File: src/rtl/reduce_mux_burst.sv
// reduce_mux_burst
//   Reduces GROUPS input groups of GROUP_W bits each. Each group has its own
//   gate (NAND/NOR/XOR/AND). The block has two registered output paths:
//   - manual path: G_Q carries every group result, and MUX_Q carries the
//     result of group SEL. Both update every cycle.
//   - burst path: START (in IDLE) snapshots all group results. The snapshot
//     then streams out one beat per accepted O_VALID/O_READY handshake.
//
// Ports
//   CLK      rising-edge clock
//   RST_N    synchronous active-low reset
//   IN       group k at IN[k*GROUP_W +: GROUP_W]
//   OP       gate for group k at OP[2k +: 2]: 00 NAND, 01 NOR, 10 XOR, 11 AND
//   SEL      manual-path group select (out-of-range selects give 0)
//   START    burst request, honoured only in IDLE
//   O_READY  downstream accepts the current beat
//   G_Q      registered result of every group
//   MUX_Q    registered result of group SEL
//   O_VALID  burst beat valid
//   O_DATA   snapshot result of group O_IDX
//   O_IDX    index of the current beat
//   O_LAST   final beat marker
//   BUSY     burst in progress
module reduce_mux_burst #(
  parameter  int GROUPS  = 2,
  parameter  int GROUP_W = 3,
  localparam int IW      = (GROUPS > 1) ? $clog2(GROUPS) : 1
) (
  input  logic                       CLK,
  input  logic                       RST_N,
  input  logic [GROUPS*GROUP_W-1:0]  IN,
  input  logic [2*GROUPS-1:0]        OP,
  input  logic [IW-1:0]              SEL,
  input  logic                       START,
  input  logic                       O_READY,
  output logic [GROUPS-1:0]          G_Q,
  output logic                       MUX_Q,
  output logic                       O_VALID,
  output logic                       O_DATA,
  output logic [IW-1:0]              O_IDX,
  output logic                       O_LAST,
  output logic                       BUSY
);

  typedef enum logic {
    S_IDLE,
    S_BURST
  } state_e;

  state_e            state_q, state_d;
  logic [GROUPS-1:0] r;
  logic [GROUPS-1:0] g_q;
  logic              mux_q, mux_d;
  logic [GROUPS-1:0] snap_q, snap_d;
  logic [IW-1:0]     idx_q, idx_d;
  logic              beat_last;
  logic              beat_data;

  // Per-group reduction
  always_comb begin
    r = '0;
    for (int unsigned k = 0; k < GROUPS; k++) begin
      case (OP[2*k +: 2])
        2'b00:   r[k] = ~(&IN[k*GROUP_W +: GROUP_W]);
        2'b01:   r[k] = ~(|IN[k*GROUP_W +: GROUP_W]);
        2'b10:   r[k] = ^IN[k*GROUP_W +: GROUP_W];
        default: r[k] = &IN[k*GROUP_W +: GROUP_W];
      endcase
    end
  end

  // Select by equality compare: SEL values >= GROUPS match no group and give 0
  always_comb begin
    mux_d = 1'b0;
    for (int unsigned k = 0; k < GROUPS; k++) begin
      if (SEL == IW'(k)) mux_d = r[k];
    end
  end

  always_comb begin
    beat_data = 1'b0;
    for (int unsigned k = 0; k < GROUPS; k++) begin
      if (idx_q == IW'(k)) beat_data = snap_q[k];
    end
  end

  assign beat_last = (idx_q == IW'(GROUPS - 1));

  // Burst FSM next state
  always_comb begin
    state_d = state_q;
    snap_d  = snap_q;
    idx_d   = idx_q;
    case (state_q)
      S_IDLE: begin
        if (START) begin
          snap_d  = r;
          idx_d   = '0;
          state_d = S_BURST;
        end
      end
      S_BURST: begin
        if (O_READY) begin
          if (beat_last) begin
            idx_d   = '0;
            state_d = S_IDLE;
          end else begin
            idx_d = idx_q + IW'(1);
          end
        end
      end
      default: state_d = S_IDLE;
    endcase
  end

  always_ff @(posedge CLK) begin
    if (!RST_N) begin
      state_q <= S_IDLE;
      snap_q  <= '0;
      idx_q   <= '0;
      g_q     <= '0;
      mux_q   <= 1'b0;
    end else begin
      state_q <= state_d;
      snap_q  <= snap_d;
      idx_q   <= idx_d;
      g_q     <= r;
      mux_q   <= mux_d;
    end
  end

  // Beat outputs come from registers only and are forced to 0 outside a burst
  assign G_Q     = g_q;
  assign MUX_Q   = mux_q;
  assign O_VALID = (state_q == S_BURST);
  assign BUSY    = (state_q == S_BURST);
  assign O_DATA  = O_VALID & beat_data;
  assign O_IDX   = O_VALID ? idx_q : '0;
  assign O_LAST  = O_VALID & beat_last;

endmodule

File: config.mk
export PLATFORM = sky130hd
export DESIGN_NAME = reduce_mux_burst
export DESIGN_NICKNAME = d
export VERILOG_FILES = /design/src/rtl/reduce_mux_burst.sv
export SDC_FILE = /design/constraint.sdc
export NUM_CORES = 1
export LEC_CHECK = 0
export BUFFER_PORTS_ARGS = -buffer_cell sky130_fd_sc_hd__buf_2
export CORE_MARGIN = 5
export CORE_UTILIZATION = 30
export DETAILED_ROUTE_END_ITERATION = 16
export HOLD_SLACK_MARGIN = 0.12
export PLACE_DENSITY_LB_ADDON = 0.08
export SLEW_MARGIN = 20
export SYNTH_ARGS = -nofsm -noshare
export SYNTH_HDL_FRONTEND = slang
export SYNTH_SLANG_ARGS = --single-unit
File: constraint.sdc
create_clock -name CLK -period 1.35 [get_ports CLK]
set_input_delay 0.135 -clock CLK [delete_from_list [all_inputs] [get_ports CLK]]
set_output_delay 0.135 -clock CLK [all_outputs]
set_load 0.1 [all_outputs]
==> flow_summary.ini <==
[final_layout]
final_cell_area_um2 = 693.2
postLayoutCoreUtil_pct = 47.11
area.growth.synth_to_final_pct = 52.20
n_antenna_cell = 0
fill_cells = 149
nNetsFinal = 99
drive_gt1_share_pct = 46.84

[synth]
yosysWarnings = 0
yosys_register_bits = 7
ys_seq_area_share_pct = 30.77
synth_top_area_share_pct = 30.77
synthDistinctLibCells = 22
syn-instance-count = 51
avgSynthCellArea_um2 = 8.930
netlist_area_um2 = 455.4
syn_nets = 70
yosysTopAreaCell = dfxtp_1
synth_area_leaders = dfxtp_1, ha_1, and2_1, inv_1, mux2i_1

[clocking]
cts_num_sinks = 7
cts_root_buf = clkbuf_4
ctsLongestPathBuffers = 2
tritoncts = built
cts_buffers = 3
htreeDepth = 1
path_clk_slew_ps = 50
clk_latency_ps = 250
postCtsSetupBuffers = 0

[timing]
worstMarginPinSlew_ps = 491.2
fin_skew_ps = 0.5055
hold_violations = 0
worst_slack_ps = 101.9
fmaxAchievable_mhz = 801.2
rsz0062_at_grt = false
slew_headroom_pct = 67.48
slew_violations = 0
post-route-min-period_ps = 1248
whs_ps = 167.4
min_period_over_period_pct = 92.45
setup_viol = 0

[floorplan]
die_h_um = 48.97
ioPinCount = 23
die-area_mm2 = 0.002398
die_x_um = 48.97
row_count = 14
core-area_mm2 = 0.001471
initial_utilization_pct = 30.95

[grt]
grt_pass1_wl_mm = 1.580
grt_max_degree = 10
antenna_found_initial = 0
grt_usage_pct = 8.213
first_global_vias = 408
grt-ovfl-total = 0

[setup_path]
r2r_cells = 3
critPathArrivalTime_ps = 1110
setup.worst_path.end_class = primary output
r2r_start = BUSY$_SDFF_PN0_
setup.worst_path.class = reg -> out
worst-path-max-fanout = 4
start_kind = flip-flop
crit_start = beat_last$_SDFFE_PN0P_
required_ps = 1220

[placement]
placed_area_um2 = 651.9
portBuffers = 22
pre_cts_ws_ps = -69.72
gp_congestion = 0.6741

[power]
p_leak_uw = 0.0003333
p_total_uw = 670.9
powerDensity_mw_per_mm2 = 967.9
ir_worst_vdd_mv = 0.7133

[route]
via_count = 442
post-route-drc-count = 0
avgRoutedWirePerCell_um = 9.832
drt_wl_total_um = 934
drt-initial-drc-count = 6
firstDrtPassIters = 4
avgViaCountPerCell = 4.653
antenna_left = 0

[hold_path]
hold_start = SEL
hp-class = in -> reg
min_path_cells = 3

[run]
cap_violations = 0

[status]
status = complete, no violations
[routing by layer]
metal	vias up	global-route usage, %	wire (um)
met5	-	0	0
met4	0	0	0
met3	0	7.034	106
met2	16	12.17	423
met1	192	9.576	404
li1	234	-	-
[sequential cells by signal, indices dropped and copies added, names as in the netlist]
name and count:
MUX_Q 1, beat_last 1, G_Q 2, BUSY 1
snap_q 2
[worst max-delay path, stage by stage (launching register included)]
cell     delay (ps)
dfxtp_2         360
mux2i_2         270
nor2b_4          70
buf_12          160
[cell usage in the layout, fill, tap and decap left out, types with 2 or more instances in the layout]
cell      count
buf_2        19
inv_1         6
dfxtp_1       5
ha_1          4
o21ai_0       3
a21oi_1       3
and2_1        3
nand2b_1      3
nand2_1       3
clkbuf_4      3
buf_12        3
buf_4         3
nor2b_1       2
[Yosys cell counts]
| master | n |
|---|---|
| nand2_1 | 3 |
| o21ai_0 | 3 |
| mux2i_1 | 2 |
| buf_4 | 2 |
| nand2b_4 | 1 |
| inv_1 | 6 |
| a21oi_1 | 3 |
| nand2b_1 | 3 |
| dfxtp_1 | 7 |
| o2bb2ai_1 | 1 |
| a211oi_1 | 1 |
| a311oi_1 | 1 |
| a211oi_2 | 1 |
| ha_1 | 4 |
| a31o_2 | 1 |
| nor3b_1 | 1 |
| and2_1 | 4 |
| a31o_1 | 1 |
| a311oi_2 | 1 |
| nor2_1 | 1 |
| nor2b_1 | 3 |
| a221oi_1 | 1 |
[layout make-up]
cell class                      instances  area (um^2)  share of cell area (%)
Multi-Input combinational cell         36        291.5                   42.06
Timing Repair Buffer                   26        187.7                   27.08
Tap cell                               16        20.02                   2.888
Sequential cell                         7        145.1                   20.94
Inverter                                6        22.52                   3.249
Clock buffer                            4        26.28                   3.791
[logic make-up (layout without fill, tap and decap cells)]
group	count (synthesis)	after routing	synth area share, %
buffers and inverters	8	36	8.240
and+or+nand+nor	16	16	21.70
DFF	7	7	30.77
muxes	2	2	4.396
adders and majority gates	4	4	10.99
AOI/OAI and AO/OA	14	14	23.90
[path summary, 6_finish.rpt]
kind         slack (ps)                endpoint
max                 100                  O_DATA
max reg2reg         390  snap_q[1]$_SDFFE_PN0P_
min                 170        MUX_Q$_SDFF_PN0_
min reg2reg         560  snap_q[0]$_SDFFE_PN0P_
[report_power, final]
group	switching, uW	internal (uW)	leakage [uW]	total, uW
registers	10.8	223	0.0000588	234
logic	165	83.9	0.000259	249
clock network	75.6	113	0.0000150	188
[through the flow]
stage,setup TNS (ps),std cells
final,0,95
after global routing,0,95
after CTS,0,95
after detailed placement,-182.1,90
after global placement,-196.9,90
after floorplan,0,51
[repair_timing]
item,in CTS,in global routing
hold endpoints to repair,1,0
hold buffers,1,0
resized for setup,0,2
endpoints found under the setup margin,0,1
No activity file was read; power rests on OpenSTA's default activity.
